$ cat src/rtl/collision_poll_sequencer_pkg.sv
// -----------------------------------------------------------------------------
// collision_poll_sequencer_pkg
// Shared constants and types for the collision poll sequencer: tile geometry,
// level-map address layout, visible screen bounds, tile codes, the sweep FSM
// state enum and the probe index enum.
// -----------------------------------------------------------------------------
package collision_poll_sequencer_pkg;

  localparam int TILE_SHIFT   = 5;    // tiles are 32x32 pixels
  localparam int MAP_COL_BITS = 8;
  localparam int MAP_ROW_BITS = 4;
  localparam int MAP_ADDR_W   = MAP_ROW_BITS + MAP_COL_BITS;
  localparam int SCREEN_W     = 640;
  localparam int SCREEN_H     = 480;

  localparam logic [2:0] TILE_SOLID = 3'b111;
  localparam logic [2:0] TILE_EMPTY = 3'b000;

  typedef enum logic [1:0] {
    IDLE    = 2'd0,
    PROBE   = 2'd1,
    CAPTURE = 2'd2,
    COMMIT  = 2'd3
  } poll_state_e;

  typedef enum logic [1:0] {
    PRB_UP    = 2'd0,
    PRB_DOWN  = 2'd1,
    PRB_LEFT  = 2'd2,
    PRB_RIGHT = 2'd3
  } probe_idx_e;

endpackage

$ cat src/rtl/collision_poll_sequencer_if.sv
// -----------------------------------------------------------------------------
// collision_poll_sequencer_if
// Level-map port bundle shared by the renderer, the poll sequencer and the
// single-port map RAM.
//   rend_req  : renderer wants the map port this cycle
//   rend_addr : renderer map address
//   map_addr  : address presented to the map ({row[3:0], col[7:0]})
//   map_data  : tile code, valid one cycle after map_addr
// master = sequencer side, slave = renderer/map side.
// -----------------------------------------------------------------------------
interface collision_poll_sequencer_if;
  import collision_poll_sequencer_pkg::*;

  logic                  rend_req;
  logic [MAP_ADDR_W-1:0] rend_addr;
  logic [MAP_ADDR_W-1:0] map_addr;
  logic [2:0]            map_data;

  modport master (
    input  rend_req,
    input  rend_addr,
    input  map_data,
    output map_addr
  );

  modport slave (
    output rend_req,
    output rend_addr,
    output map_data,
    input  map_addr
  );
endinterface

$ cat src/rtl/collision_poll_sequencer_probe_addr_gen.sv
// -----------------------------------------------------------------------------
// probe_addr_gen
// Combinational mapping of a screen-space probe point to a level-map address.
//   px_i, py_i : probe point (10-bit screen pixels, may be wrapped)
//   scroll_i   : map column shown at screen column 0
//   addr_o     : {row, col} map address
//   oor_o      : point lies outside the visible screen
// -----------------------------------------------------------------------------
module probe_addr_gen
  import collision_poll_sequencer_pkg::*;
(
  input  logic [9:0]            px_i,
  input  logic [9:0]            py_i,
  input  logic [7:0]            scroll_i,
  output logic [MAP_ADDR_W-1:0] addr_o,
  output logic                  oor_o
);

  logic [MAP_ROW_BITS-1:0] row;
  logic [MAP_COL_BITS-1:0] col;

  // Underflowed points wrap to large values and fall out here as well.
  assign oor_o = (px_i >= 10'(SCREEN_W)) || (py_i >= 10'(SCREEN_H));

  assign row = py_i[TILE_SHIFT+MAP_ROW_BITS-1:TILE_SHIFT];
  // Column addition wraps at 256 so the level loops horizontally.
  assign col = scroll_i + MAP_COL_BITS'(px_i[9:TILE_SHIFT]);

  assign addr_o = {row, col};

endmodule

$ cat src/rtl/collision_poll_sequencer.sv
// -----------------------------------------------------------------------------
// collision_poll_sequencer
// Once per frame, reads the four level-map tiles adjacent to Mario (up, down,
// left, right) through a map port shared with the renderer, and publishes
// them atomically.
// Ports:
//   Clk, Reset              : clock, asynchronous active-high reset
//   frame_clk               : vsync-rate tick, rising edge starts a sweep
//   Mario_X_Pos/Mario_Y_Pos : Mario centre (screen pixels)
//   Scroll_Col              : map column at screen column 0
//   bus                     : map port bundle (renderer always has priority)
//   mario_poll_*            : tile codes around Mario
//   poll_valid              : one-cycle pulse when all four outputs update
//   poll_busy               : sweep in progress
//   poll_overrun            : one-cycle pulse when a frame edge is dropped
// -----------------------------------------------------------------------------
module collision_poll_sequencer
  import collision_poll_sequencer_pkg::*;
#(
  parameter logic [9:0] MARIO_SIZE = 10'd20,
  parameter int         RD_LATENCY = 1
) (
  input  logic                        Clk,
  input  logic                        Reset,
  input  logic                        frame_clk,
  input  logic [9:0]                  Mario_X_Pos,
  input  logic [9:0]                  Mario_Y_Pos,
  input  logic [7:0]                  Scroll_Col,
  collision_poll_sequencer_if.master  bus,
  output logic [2:0]                  mario_poll_up,
  output logic [2:0]                  mario_poll_down,
  output logic [2:0]                  mario_poll_left,
  output logic [2:0]                  mario_poll_right,
  output logic                        poll_valid,
  output logic                        poll_busy,
  output logic                        poll_overrun
);

  // The CAPTURE state assumes map_data arrives exactly one cycle after the
  // address; any other latency would need extra wait states.
  if (RD_LATENCY != 1) begin : g_rd_latency_check
    $error("collision_poll_sequencer: only RD_LATENCY=1 is supported");
  end

  localparam logic [9:0] SIZE_P1 = MARIO_SIZE + 10'd1;

  poll_state_e           state_q, state_d;
  probe_idx_e            idx_q, idx_d;
  logic [9:0]            x_q, x_d;
  logic [9:0]            y_q, y_d;
  logic [7:0]            scroll_q, scroll_d;
  logic [3:0][2:0]       shadow_q, shadow_d;
  logic [3:0][2:0]       out_q;
  logic                  frame_q;
  logic                  edge_q;
  logic                  valid_q;
  logic                  overrun_q;

  logic [9:0]            px, py;
  logic [MAP_ADDR_W-1:0] probe_addr;
  logic                  probe_oor;
  poll_state_e           adv_state;
  probe_idx_e            adv_idx;

  // Probe point for the current index, 10-bit modulo arithmetic.
  always_comb begin
    px = x_q;
    py = y_q;
    case (idx_q)
      PRB_UP:    py = y_q - SIZE_P1;
      PRB_DOWN:  py = y_q + MARIO_SIZE;
      PRB_LEFT:  px = x_q - SIZE_P1;
      PRB_RIGHT: px = x_q + MARIO_SIZE;
      default:   px = x_q;
    endcase
  end

  probe_addr_gen u_probe_addr_gen (
    .px_i     (px),
    .py_i     (py),
    .scroll_i (scroll_q),
    .addr_o   (probe_addr),
    .oor_o    (probe_oor)
  );

  // Renderer wins the port combinationally; the FSM stalls in PROBE instead.
  assign bus.map_addr = bus.rend_req ? bus.rend_addr : probe_addr;

  // Where to go once the current slot has been stored.
  always_comb begin
    adv_state = PROBE;
    adv_idx   = probe_idx_e'(idx_q + 2'd1);
    if (idx_q == PRB_RIGHT) begin
      adv_state = COMMIT;
      adv_idx   = idx_q;
    end
  end

  always_comb begin
    state_d  = state_q;
    idx_d    = idx_q;
    x_d      = x_q;
    y_d      = y_q;
    scroll_d = scroll_q;
    shadow_d = shadow_q;
    case (state_q)
      IDLE: begin
        if (edge_q) begin
          x_d      = Mario_X_Pos;
          y_d      = Mario_Y_Pos;
          scroll_d = Scroll_Col;
          idx_d    = PRB_UP;
          state_d  = PROBE;
        end
      end
      PROBE: begin
        if (probe_oor) begin
          // Off-screen counts as solid and costs no map access.
          shadow_d[idx_q] = TILE_SOLID;
          state_d         = adv_state;
          idx_d           = adv_idx;
        end else if (!bus.rend_req) begin
          state_d = CAPTURE;
        end
      end
      CAPTURE: begin
        shadow_d[idx_q] = bus.map_data;
        state_d         = adv_state;
        idx_d           = adv_idx;
      end
      COMMIT: begin
        state_d = IDLE;
      end
      default: begin
        state_d = IDLE;
      end
    endcase
  end

  always_ff @(posedge Clk or posedge Reset) begin
    if (Reset) begin
      state_q   <= IDLE;
      idx_q     <= PRB_UP;
      x_q       <= '0;
      y_q       <= '0;
      scroll_q  <= '0;
      shadow_q  <= {4{TILE_SOLID}};
      out_q     <= {4{TILE_SOLID}};
      frame_q   <= 1'b0;
      edge_q    <= 1'b0;
      valid_q   <= 1'b0;
      overrun_q <= 1'b0;
    end else begin
      state_q   <= state_d;
      idx_q     <= idx_d;
      x_q       <= x_d;
      y_q       <= y_d;
      scroll_q  <= scroll_d;
      shadow_q  <= shadow_d;
      frame_q   <= frame_clk;
      edge_q    <= frame_clk & ~frame_q;
      valid_q   <= (state_q == COMMIT);
      overrun_q <= edge_q && (state_q != IDLE);
      // All four outputs move together so a mixed sweep is never visible.
      if (state_q == COMMIT) begin
        out_q <= shadow_q;
      end
    end
  end

  assign mario_poll_up    = out_q[PRB_UP];
  assign mario_poll_down  = out_q[PRB_DOWN];
  assign mario_poll_left  = out_q[PRB_LEFT];
  assign mario_poll_right = out_q[PRB_RIGHT];
  assign poll_valid       = valid_q;
  assign poll_overrun     = overrun_q;
  assign poll_busy        = (state_q != IDLE);

endmodule
$ cat src/flat_wrapper.sv
// flat-port wrapper written by rule: the top's interface ports become plain ports
module collision_poll_sequencer_flat import collision_poll_sequencer_pkg::*;
#(
  parameter logic [9:0] MARIO_SIZE = 10'd20,
  parameter int         RD_LATENCY = 1
)
  (Clk, Reset, frame_clk, Mario_X_Pos, Mario_Y_Pos, Scroll_Col, mario_poll_up, mario_poll_down, mario_poll_left, mario_poll_right, poll_valid, poll_busy, poll_overrun, bus_rend_req, bus_rend_addr, bus_map_data, bus_map_addr);
  collision_poll_sequencer_if bus_i ();
  input  logic Clk;
  input  logic Reset;
  input  logic frame_clk;
  input  logic [9:0] Mario_X_Pos;
  input  logic [9:0] Mario_Y_Pos;
  input  logic [7:0] Scroll_Col;
  output logic [2:0] mario_poll_up;
  output logic [2:0] mario_poll_down;
  output logic [2:0] mario_poll_left;
  output logic [2:0] mario_poll_right;
  output logic poll_valid;
  output logic poll_busy;
  output logic poll_overrun;
  input wire logic [$bits(bus_i.rend_req)-1:0] bus_rend_req;
  input wire logic [$bits(bus_i.rend_addr)-1:0] bus_rend_addr;
  input wire logic [$bits(bus_i.map_data)-1:0] bus_map_data;
  output wire logic [$bits(bus_i.map_addr)-1:0] bus_map_addr;
  assign bus_i.rend_req = bus_rend_req;
  assign bus_i.rend_addr = bus_rend_addr;
  assign bus_i.map_data = bus_map_data;
  assign bus_map_addr = bus_i.map_addr;
  collision_poll_sequencer #(.MARIO_SIZE(MARIO_SIZE), .RD_LATENCY(RD_LATENCY)) u_core (.Clk(Clk), .Reset(Reset), .frame_clk(frame_clk), .Mario_X_Pos(Mario_X_Pos), .Mario_Y_Pos(Mario_Y_Pos), .Scroll_Col(Scroll_Col), .bus(bus_i), .mario_poll_up(mario_poll_up), .mario_poll_down(mario_poll_down), .mario_poll_left(mario_poll_left), .mario_poll_right(mario_poll_right), .poll_valid(poll_valid), .poll_busy(poll_busy), .poll_overrun(poll_overrun));
endmodule
$ cat config.mk
export PLATFORM = sky130hd
export DESIGN_NAME = collision_poll_sequencer_flat
export DESIGN_NICKNAME = d
export VERILOG_FILES = /design/src/rtl/collision_poll_sequencer_pkg.sv /design/src/rtl/collision_poll_sequencer_if.sv /design/src/rtl/collision_poll_sequencer_probe_addr_gen.sv /design/src/rtl/collision_poll_sequencer.sv /design/src/flat_wrapper.sv
export SDC_FILE = /design/constraint.sdc
export NUM_CORES = 1
export LEC_CHECK = 0
export CORE_ASPECT_RATIO = 1.1
export CORE_MARGIN = 2
export CORE_UTILIZATION = 55
export DETAILED_ROUTE_END_ITERATION = 10
export PLACE_DENSITY = 0.85
export SLEW_MARGIN = 20
export SYNTH_ARGS = -nofsm -noshare
export SYNTH_HDL_FRONTEND = slang
export SYNTH_SLANG_ARGS = --single-unit
$ cat constraint.sdc
create_clock -name Clk -period 9.16 [get_ports Clk]
set_input_delay 1.832 -clock Clk [delete_from_list [all_inputs] [get_ports Clk]]
set_output_delay 1.832 -clock Clk [all_outputs]
set_load 0.05 [all_outputs]
==> results of run 1 <==
layout by cell type, fill, tap and decap left out, types with 2 or more instances in the layout:
cell type,n
nor2b_1,6
xor2_1,2
a21oi_1,9
and3b_1,2
o2111ai_1,2
nand3_1,8
nor2_1,15
a211oi_1,3
clkbuf_8,11
mux2i_1,4
nand2_1,25
dfrtp_1,36
o21ai_0,22
clkinvlp_4,2
a41oi_1,2
o211ai_1,6
inv_1,18
nand4_1,4
xnor2_1,4
o22ai_1,5
o21a_1,7
nand2b_1,5
a32oi_1,3
buf_4,2
mux2_2,55
clkbuf_16,2
dfstp_2,24
clkdlybuf4s50_1,73
nor3_1,4
nor4_1,2
ha_1,19
o2bb2ai_1,2
a31oi_1,3
o21bai_1,2
a21o_1,6
o31ai_1,3
sequential cells by signal (all words and copies together) (netlist names):
name / cells
u_core.poll_valid: 1
u_core.x_q: 10
u_core.edge_q: 1
u_core.mario_poll_down: 3
u_core.idx_q: 2
u_core.scroll_q: 8
u_core.y_q: 10
u_core.mario_poll_right: 3
u_core.mario_poll_up: 3
u_core.frame_q: 1
u_core.shadow_q: 12
u_core.state_q: 2
u_core.poll_overrun: 1
u_core.mario_poll_left: 3
worst min path at each step:
stage	depth (start not counted)	to	start
floorplan	1	u_core.edge_q$_DFF_PP0_	u_core.frame_q$_DFF_PP0_
global placement	1	u_core.edge_q$_DFF_PP0_	u_core.frame_q$_DFF_PP0_
detailed placement	1	u_core.edge_q$_DFF_PP0_	u_core.frame_q$_DFF_PP0_
finish	1	u_core.edge_q$_DFF_PP0_	u_core.frame_q$_DFF_PP0_
CTS	1	u_core.edge_q$_DFF_PP0_	u_core.frame_q$_DFF_PP0_
global route	1	u_core.edge_q$_DFF_PP0_	u_core.frame_q$_DFF_PP0_
cells by family (layout without fill, tap and decap cells):
| kind of cell | Yosys count | after routing | share of synthesized area |
|---|---|---|---|
| AOI/OAI and AO/OA | 89 | 89 | 0.176 |
| and+or+nand+nor | 77 | 77 | 0.102 |
| DFF | 60 | 60 | 0.417 |
| muxes | 59 | 59 | 0.180 |
| buffers and inverters | 39 | 111 | 0.0402 |
| adders and majority gates | 20 | 20 | 0.0702 |
| xor gates and xnor gates | 6 | 6 | 0.0143 |
cell type report:
class                      instances  area (um2)
multi-input combinational        251        1990
tap                               82         103
clock inverter                     3        23.8
inverter                          20        75.1
sequential                        60        1530
fill                             475        1850
clock buffer                      13         201
timing repair buffer              75         746
layer usage:
layer / part of all wire / up-vias / GRT usage
li1: - / 1416 / -
met1: 0.43 / 1422 / 0.315
met2: 0.50 / 95 / 0.392
met3: 0.051 / 17 / 0.0530
met4: 0.021 / 0 / 0.115
met5: 0 / - / 0
report_power, final:
group	leakage (nW)	switching, W	total [W]	internal (W)
Clock	0.108	0.000113	0.000259	0.000146
Combinational	1.09	0.000603	0.00105	0.000444
Sequential	0.682	0.000140	0.000551	0.000410
Total	1.88	0.000857	0.00186	0.00100
cells in the mapped netlist, types with 2 or more instances:
master | instances | share of area
a211oi_1 | 3 | 0.0061
a21o_1 | 6 | 0.012
a21oi_1 | 9 | 0.012
a31oi_1 | 3 | 0.0051
a32oi_1 | 3 | 0.0072
a41oi_1 | 2 | 0.0048
and3b_1 | 2 | 0.0048
clkbuf_1 | 17 | 0.017
dfrtp_1 | 36 | 0.25
dfstp_2 | 24 | 0.17
ha_1 | 19 | 0.065
inv_1 | 19 | 0.019
mux2_2 | 55 | 0.17
mux2i_1 | 4 | 0.011
nand2_1 | 25 | 0.026
nand2b_1 | 5 | 0.0085
nand3_1 | 8 | 0.011
nand4_1 | 4 | 0.0068
nor2_1 | 15 | 0.015
nor2b_1 | 6 | 0.010
nor3_1 | 4 | 0.0055
nor4_1 | 2 | 0.0034
o2111ai_1 | 2 | 0.0048
o211ai_1 | 6 | 0.012
o21a_1 | 7 | 0.014
o21ai_0 | 22 | 0.030
o21bai_1 | 2 | 0.0041
o22ai_1 | 5 | 0.0085
o2bb2ai_1 | 2 | 0.0048
o31ai_1 | 3 | 0.0061
xnor2_1 | 4 | 0.0095
xor2_1 | 2 | 0.0048
per-stage QoR:
stage / area (um2) / setup slack (ps) / total power [W] / cells
after global routing: 4670 / 2570 / 0.00198 / 504
after global placement: 4450 / 3260 / 0.00156 / 488
after floorplan: 3670 / 3730 / 0.00132 / 350
final: 4670 / 2880 / 0.00186 / 504
after detailed placement: 4450 / 3210 / 0.00159 / 488
after CTS: 4670 / 2910 / 0.00186 / 504
==> results.md, run 1 <==
- Die Width: 81.9 um
- Via/cell ratio: 5.85
- Post-synth EDFFs: 0
- Placer Congestion: 0.839
- CP bufs+invs: 3
- Hold violation total from the final report: 0
- Yosys warnings: 0
- Top fanout value on the critical path: 11
- IO Port Bufs: 73
- CP Launch Point: u_core.idx_q[0]$_DFFE_PP0P_
- First-pass GRT wire length: 13,600 um
- FF+latch count, synth: 60
- Antenna Cells: 0
- RSZ-0062 raised after global routing: false
- Die H: 89.7 um
- CP cell instances: inv_1 -> ha_1 -> clkinv_1 -> o31ai_1 -> o21a_1 -> ha_1 -> a21o_1 -> a21oi_1 -> o21bai_1 -> a21oi_1 -> nor2_1 -> xnor2_1 -> o21ai_0 -> clkdlybuf4s50_1
- R2r setup slk: 6020 ps
- Vias in the first global route: 2,879
- Crit path depth: 14
- Cell Area, Synth: 3670 um2
- Clock-pin slew on the worst setup and hold paths: 80 ps
- 1st-pass router iterations: 8
- Root Driver: clkbuf_8
- Post-CTS Setup Inserts: 0
- Relative slew slack: 0.508
- Top-level port count: 74
- Final #Nets: 484
- Crit-path slowest cell: clkdlybuf4s50_1
- DRT antenna net count: 0
- Hold Slack: 420 ps
- Final min period: 6280 ps
- WL/cell: 16.3 um
- Worst-case clock buffer depth: 2
- Critical path capture point type: output pin
- Fin util: 0.717
- Vias: 2,950
- Starting Density: 0.563
- Row cnt: 31
- Area Overhead vs Synth: 27.3%
- Max VDD drop: 0.000240 V
- Status: complete, no violations
- First-iteration detailed-routing DRC count: 374
- Yosys cell types: 56
- Worst R2R End: u_core.idx_q[0]$_DFFE_PP0P_
- Remaining Overflow, GRT: 0
- Final wirelength: 8210 um
- Crit path largest cell delay: 860 ps
- Layout cells sized above 1: 0.246
- CTS buffer count: 9
- GRT Util Overall: 0.244
- Setup Skew: 12.4 ps
- Highest clock rate: 159 MHz
- Slew @ Worst Pin: 738 ps
- Synth Flop Type: dfrtp_1
- Worst-Skew Late Latency: 350 ps
- Die area: 7340 um2
- Initial antenna violation count: 0
- Post-synthesis cell count: 350
- H-tree levels: 3
- Crit Path Category: reg2out
- # hold bufs at CTS: 0
- Dpl hpwl: 5860 um
- Critical Path RT: 7330 ps
- Residual DRC: 0
- Endpoints failing setup: 0
- P_leak: 1.88 nW
- Setup TNS: 0 ps
- FFs w/ async S/R, synth: 1.00
- Worst Setup EP: bus_map_addr[7]
- Syn avg cell area: 10.5 um2
- Core footprint: 6520 um2
- Slew Limit Fails: 0
- Largest delay contributor family on the critical path: compound AO/OA/AOI/OAI gates
- Reg2reg start: u_core.idx_q[0]$_DFFE_PP0P_
- PwrDens: 398 nW/um2
- Syn_nets: 417
- Max Cap Viol: 0
- Clk sinks: 60
- Hold crit path type: reg2reg
- Post-CTS Resized: 0
- Post-synthesis sequential area ratio: 0.417
- Worst setup SP type: register
- CTS tree: done
- Largest net degree at the start of global routing: 61
- Final worst path period share: 0.686
- Worst R2R Path Depth: 9
- CP arrival: 4450 ps
(Power assumes the default switching activity.)
==> run 2: changes to the inputs <==
--- a/config.mk
+++ b/config.mk
@@ -7,9 +7,9 @@
 export LEC_CHECK = 0
 export CORE_ASPECT_RATIO = 1.1
 export CORE_MARGIN = 2
-export CORE_UTILIZATION = 55
+export CORE_UTILIZATION = 47
 export DETAILED_ROUTE_END_ITERATION = 10
-export PLACE_DENSITY = 0.85
+export PLACE_DENSITY = 0.77
 export SLEW_MARGIN = 20
 export SYNTH_ARGS = -nofsm -noshare
 export SYNTH_HDL_FRONTEND = slang
==> constraint.sdc (replaced) <==
create_clock -name Clk -period 5.4 [get_ports Clk]
set_input_delay 1.08 -clock Clk [delete_from_list [all_inputs] [get_ports Clk]]
set_output_delay 1.08 -clock Clk [all_outputs]
set_load 0.05 [all_outputs]
==> results.md, run 2 (same netlist as run 1, synthesis figures left out) <==
- Crit-path slowest cell: clkdlybuf4s50_1
- 1st-pass router iterations: 5
- Worst-case clock buffer depth: 2
- CP bufs+invs: 4
- First-pass GRT wire length: 13,600 um
- Hold crit path type: reg2reg
- CP arrival: 3980 ps
- PwrDens: 660 nW/um2
- Setup Skew: 20.1 ps
- Top fanout value on the critical path: 11
- Final min period: 5060 ps
- Worst-Skew Late Latency: 350 ps
- Row cnt: 33
- Setup TNS: 0 ps
- Met3 global-route usage: 0.0375
- Most flops, register: u_core.shadow_q
- GRT Util Overall: 0.203
- Largest delay contributor family on the critical path: buffers and inverters
- Critical Path RT: 4320 ps
- Die Width: 88.3 um
- Worst Setup EP: bus_map_addr[4]
- Dpl hpwl: 6020 um
- Status: complete, no violations
- Commonest non-fill, non-tap cell in the layout: clkdlybuf4s50_1
- Slew @ Worst Pin: 665 ps
- Top-level port count: 74
- Placer Congestion: 0.893
- Via/cell ratio: 5.61
- CP Launch Point: u_core.idx_q[0]$_DFFE_PP0P_
- Highest clock rate: 198 MHz
- Final wirelength: 8330 um
- Worst setup SP type: register
- Slew Limit Fails: 0
- IO Port Bufs: 73
- Crit path depth: 13
- Final worst path period share: 0.937
- Sw Ratio: 0.474
- Starting Density: 0.488
- Vias in the first global route: 2,887
- Reg2reg start: u_core.idx_q[0]$_DFFE_PP0P_
- CTS buffer count: 9
- Endpoints failing setup: 0
- Top Usage Layer GRT: met2
- Final #Nets: 485
- Worst R2R End: u_core.shadow_q[11]$_DFFE_PP1P_
- Crit Path Category: reg2out
- CP cell instances: inv_1 -> ha_1 -> clkinv_1 -> nor4_1 -> a2bb2oi_1 -> a31o_2 -> ha_1 -> inv_1 -> nor2_1 -> nor2_1 -> xor2_1 -> o21ai_0 -> clkdlybuf4s50_1
- # hold bufs at CTS: 0
- Largest register FFs: 12
- H-tree levels: 3
- Crit path largest cell delay: 830 ps
- Antenna Cells: 0
- RSZ-0062 raised after global routing: false
- R2r setup slk: 2200 ps
- DRT antenna net count: 0
- GR Util met1: 0.273
- Layout cells sized above 1: 0.248
- Pint: 0.00162 W
- Fin util: 0.622
- Combinational share of power: 0.573
- First-iteration detailed-routing DRC count: 216
- Post-CTS Setup Inserts: 0
- Die H: 96.7 um
- Fillers: 648
- Residual DRC: 0
- Critical path capture point type: output pin
- Initial antenna violation count: 0
- Area Overhead vs Synth: 27.3%
- P_leak: 1.90 nW
- Remaining Overflow, GRT: 0
- Sequential Power Share: 0.305
- Most frequent cells in the layout: clkdlybuf4s50_1 (70), mux2_2 (55), dfrtp_1 (36)
- Root Driver: clkbuf_8
- Post-CTS Resized: 0
- Net switching power figure: 0.00146 W
- Vias: 2,964
- Core footprint: 7510 um2
- Die area: 8530 um2
- Relative slew slack: 0.556
- Max VDD drop: 0.000326 V
- Worst R2R Path Depth: 9
- Clk sinks: 60
- Max Cap Viol: 0
- Met2 GRT Util: 0.320
- CTS tree: done
- WL/cell: 15.8 um
- Largest regs: u_core.shadow_q: 12 flops, u_core.x_q: 10 flops, u_core.y_q: 10 flops
- Clock power frac: 0.122
- Clock-pin slew on the worst setup and hold paths: 70 ps
- Largest net degree at the start of global routing: 46
- Hold violation total from the final report: 0
-- run 2: cell types whose count changed in the layout (fill, tap and decap cells not counted), sizes merged --
cell	delta
buf	+1
inv	+3
clkdlybuf4s50	-3
clkinvlp	-1
dlymetal6s2s	+3
clkinv	+2
clkbuf	-4
-- run 2: final cells by class --
| cell class | count | area (um2) | share of cell area |
|---|---|---|---|
| clock inverter | 7 | 58.8 | 0.0126 |
| timing repair buffer | 76 | 761 | 0.163 |
| multi-input combinational | 251 | 1990 | 0.426 |
| clock buffer | 9 | 124 | 0.0265 |
| sequential | 60 | 1530 | 0.328 |
| inverter | 20 | 75.1 | 0.0161 |
| tap | 105 | 131 | 0.0281 |
-- run 2: power groups by stage --
stage | logic [W] | clock network [W] | registers (W)
after floorplan | 0.00125 | 0 | 0.000979
after global placement | 0.00174 | 0 | 0.000933
after detailed placement | 0.00177 | 0 | 0.000941
after CTS | 0.00178 | 0.000388 | 0.000934
after global routing | 0.00191 | 0.000408 | 0.000974
final | 0.00177 | 0.000376 | 0.000939
-- run 2: how the worst min path moves through the flow --
stage                                   startpoint                      end  slack (ps)  depth (start not counted)
after global placement    u_core.frame_q$_DFF_PP0_  u_core.edge_q$_DFF_PP0_         380                          1
after floorplan           u_core.frame_q$_DFF_PP0_  u_core.edge_q$_DFF_PP0_         380                          1
after global routing      u_core.frame_q$_DFF_PP0_  u_core.edge_q$_DFF_PP0_         410                          1
after CTS                 u_core.frame_q$_DFF_PP0_  u_core.edge_q$_DFF_PP0_         400                          1
after detailed placement  u_core.frame_q$_DFF_PP0_  u_core.edge_q$_DFF_PP0_         390                          1
final                     u_core.frame_q$_DFF_PP0_  u_core.edge_q$_DFF_PP0_         390                          1
-- run 2: layer usage --
layer,vias to the layer above,share of wire
li1,1416,-
met1,1451,0.44
met2,85,0.50
met3,12,0.051
met4,0,0.015
met5,-,0
-- run 2: through the flow --
step                      cells  setup slack (ps)  instance area (um2)  power (W)  hold slack (ps)
final                       528               341                 4670    0.00308              394
after global placement      512               634                 4480    0.00267              384
after floorplan             350               726                 3670    0.00223              378
after detailed placement    512               464                 4480    0.00271              387
after global routing        528              70.1                 4670    0.00330              411
after CTS                   528              52.4                 4660    0.00310              396
==> run 3: changes to the inputs <==
--- a/config.mk
+++ b/config.mk
@@ -6,7 +6,7 @@
 export NUM_CORES = 1
 export LEC_CHECK = 0
 export CORE_ASPECT_RATIO = 1.1
-export CORE_MARGIN = 2
+export CORE_MARGIN = 10
 export CORE_UTILIZATION = 47
 export DETAILED_ROUTE_END_ITERATION = 10
 export PLACE_DENSITY = 0.77
==> results.md, run 3 (same netlist as run 1, synthesis figures left out) <==
- Die area: 11,700 um2
- Row cnt: 33
- Clock-pin slew on the worst setup and hold paths: 70 ps
- Placer Congestion: 0.866
- Slew Limit Fails: 0
- Clk sinks: 60
- CP arrival: 4000 ps
- Largest register FFs: 12
- CTS buffer count: 9
- Pint: 0.00174 W
- CP bufs+invs: 4
- Net switching power figure: 0.00146 W
- Crit-path slowest cell: clkdlybuf4s50_1
- Met2 GRT Util: 0.238
- Starting Density: 0.488
- Initial antenna violation count: 0
- Area Overhead vs Synth: 28.8%
- Sequential Power Share: 0.295
- Setup Skew: 7.00 ps
- H-tree levels: 3
- Final worst path period share: 0.941
- Die Width: 104 um
- CTS tree: done
- P_leak: 1.93 nW
- GR Util met1: 0.183
- Top-level port count: 74
- GRT Util Overall: 0.147
- Final WS setup: 317 ps
- Worst-Skew Late Latency: 340 ps
- Worst-case clock buffer depth: 2
- Top fanout value on the critical path: 11
- 1st-pass router iterations: 4
- Post-CTS Setup Inserts: 0
- Vias: 2,963
- First-iteration detailed-routing DRC count: 178
- WL/cell: 16.7 um
- CP cell instances: inv_1 -> ha_1 -> clkinv_1 -> nor4_1 -> a2bb2oi_1 -> a31o_2 -> ha_1 -> inv_1 -> nor2_1 -> nor2_1 -> xor2_1 -> o21ai_0 -> clkdlybuf4s50_1
- Most flops, register: u_core.shadow_q
- Root Driver: clkbuf_8
- Hold crit path type: reg2reg
- PwrDens: 676 nW/um2
- Slew @ Worst Pin: 769 ps
- Most frequent cells in the layout: clkdlybuf4s50_1 (70), mux2_2 (55), dfrtp_1 (36)
- Non-filler instance count after layout: 527
- Clock power frac: 0.152
- Largest regs: u_core.shadow_q: 12 flops, u_core.x_q: 10 flops, u_core.y_q: 10 flops
- Commonest non-fill, non-tap cell in the layout: clkdlybuf4s50_1
- Via/cell ratio: 5.62
- First-pass GRT wire length: 14,500 um
- Highest clock rate: 197 MHz
- Max VDD drop: 0.000368 V
- DRT antenna net count: 0
- Endpoints failing setup: 0
- Remaining Overflow, GRT: 0
- Vias in the first global route: 2,954
- Crit Path Category: reg2out
- Largest net degree at the start of global routing: 61
- Hold violation total from the final report: 0
- Antenna Cells: 0
- Layout cells sized above 1: 0.249
- # hold bufs at CTS: 0
- Post-CTS Resized: 0
- Critical path capture point type: output pin
- Worst setup SP type: register
- Die H: 113 um
- Final wirelength: 8830 um
- DP Cell Count: 511
- Critical Path RT: 4320 ps
- Met3 global-route usage: 0.0452
- Combinational share of power: 0.554
- Relative slew slack: 0.487
- Top Usage Layer GRT: met2
- Fillers: 608
- Residual DRC: 0
- R2r setup slk: 2250 ps
- Core footprint: 7510 um2
- Sw Ratio: 0.456
- Largest delay contributor family on the critical path: buffers and inverters
- Setup slack at placement: 483 ps
- Crit path largest cell delay: 820 ps
- Setup TNS: 0 ps
- Dpl hpwl: 6510 um
- Final min period: 5080 ps
- IO Port Bufs: 73
- Final #Nets: 484
- Status: complete, no violations
- Max Cap Viol: 0
- RSZ-0062 raised after global routing: false
## run 3: cell types whose count changed in the layout (fill, tap and decap cells not counted)
cell,delta
bufinv_16,+2
buf_4,-1
clkbuf_16,+1
clkinv_2,-1
clkinvlp_4,-1
inv_4,+1
inv_6,-1
inv_8,-1
nand2_1,-1
nand2_2,+1
## run 3: worst reg2reg max path, stage by stage (launching register included)
cell and delay (ps):
dfrtp_1 410, inv_1 130, ha_1 410, clkinv_1 330, nor4_1 370, a2bb2oi_1 280, o311a_1 290, a2111oi_4 100
a2111oi_2 520, mux2i_1 240
## run 3: path summary, 6_finish.rpt
| check | startpoint | depth (start not counted) | end |
|---|---|---|---|
| max reg2reg | u_core.idx_q[0]$_DFFE_PP0P_ | 9 | u_core.idx_q[1]$_DFFE_PP0P_ |
| min in group asynchronous | Reset | 3 | u_core.x_q[4]$_DFFE_PP0P_ |
| max | u_core.idx_q[0]$_DFFE_PP0P_ | 13 | bus_map_addr[4] |
| min | u_core.frame_q$_DFF_PP0_ | 1 | u_core.edge_q$_DFF_PP0_ |
| min reg2reg | u_core.frame_q$_DFF_PP0_ | 1 | u_core.edge_q$_DFF_PP0_ |
| max in group asynchronous | Reset | 3 | u_core.poll_valid$_DFF_PP0_ |
## run 3: metrics by stage
stage,power (W),util,hold slack [ps],instance area [um2]
6_report,0.00319,0.629,394,4730
5_1_grt,0.00340,0.629,412,4730
4_1_cts,0.00321,0.628,394,4720
3_5_place_dp,0.00272,0.596,388,4480
3_3_place_gp,0.00266,0.595,382,4470
2_1_floorplan,0.00223,-,378,3670
## run 3: power by group through the flow
| stage | Clock (W) | Sequential, W | Combinational (W) |
|---|---|---|---|
| 5_1_grt | 0.000513 | 0.000976 | 0.00191 |
| 6_report | 0.000484 | 0.000941 | 0.00177 |
| 2_1_floorplan | 0 | 0.000979 | 0.00125 |
| 3_3_place_gp | 0 | 0.000927 | 0.00173 |
| 3_5_place_dp | 0 | 0.000942 | 0.00177 |
| 4_1_cts | 0.000494 | 0.000937 | 0.00178 |
## run 3: per-layer routing
layer / wire length, um / part of all wire
met5: 0 / 0
met4: 111 / 0.013
met3: 509 / 0.058
met2: 4230 / 0.48
met1: 3970 / 0.45
## run 3: area by class of cell
| class | instances | area, um2 | area share |
|---|---|---|---|
| Timing Repair Buffer | 75 | 753 | 0.159 |
| Multi-Input combinational cell | 251 | 1990 | 0.422 |
| Tap cell | 105 | 131 | 0.0278 |
| Inverter | 20 | 75.1 | 0.0159 |
| Clock inverter | 6 | 92.6 | 0.0196 |
| Clock buffer | 10 | 149 | 0.0315 |
| Sequential cell | 60 | 1530 | 0.324 |
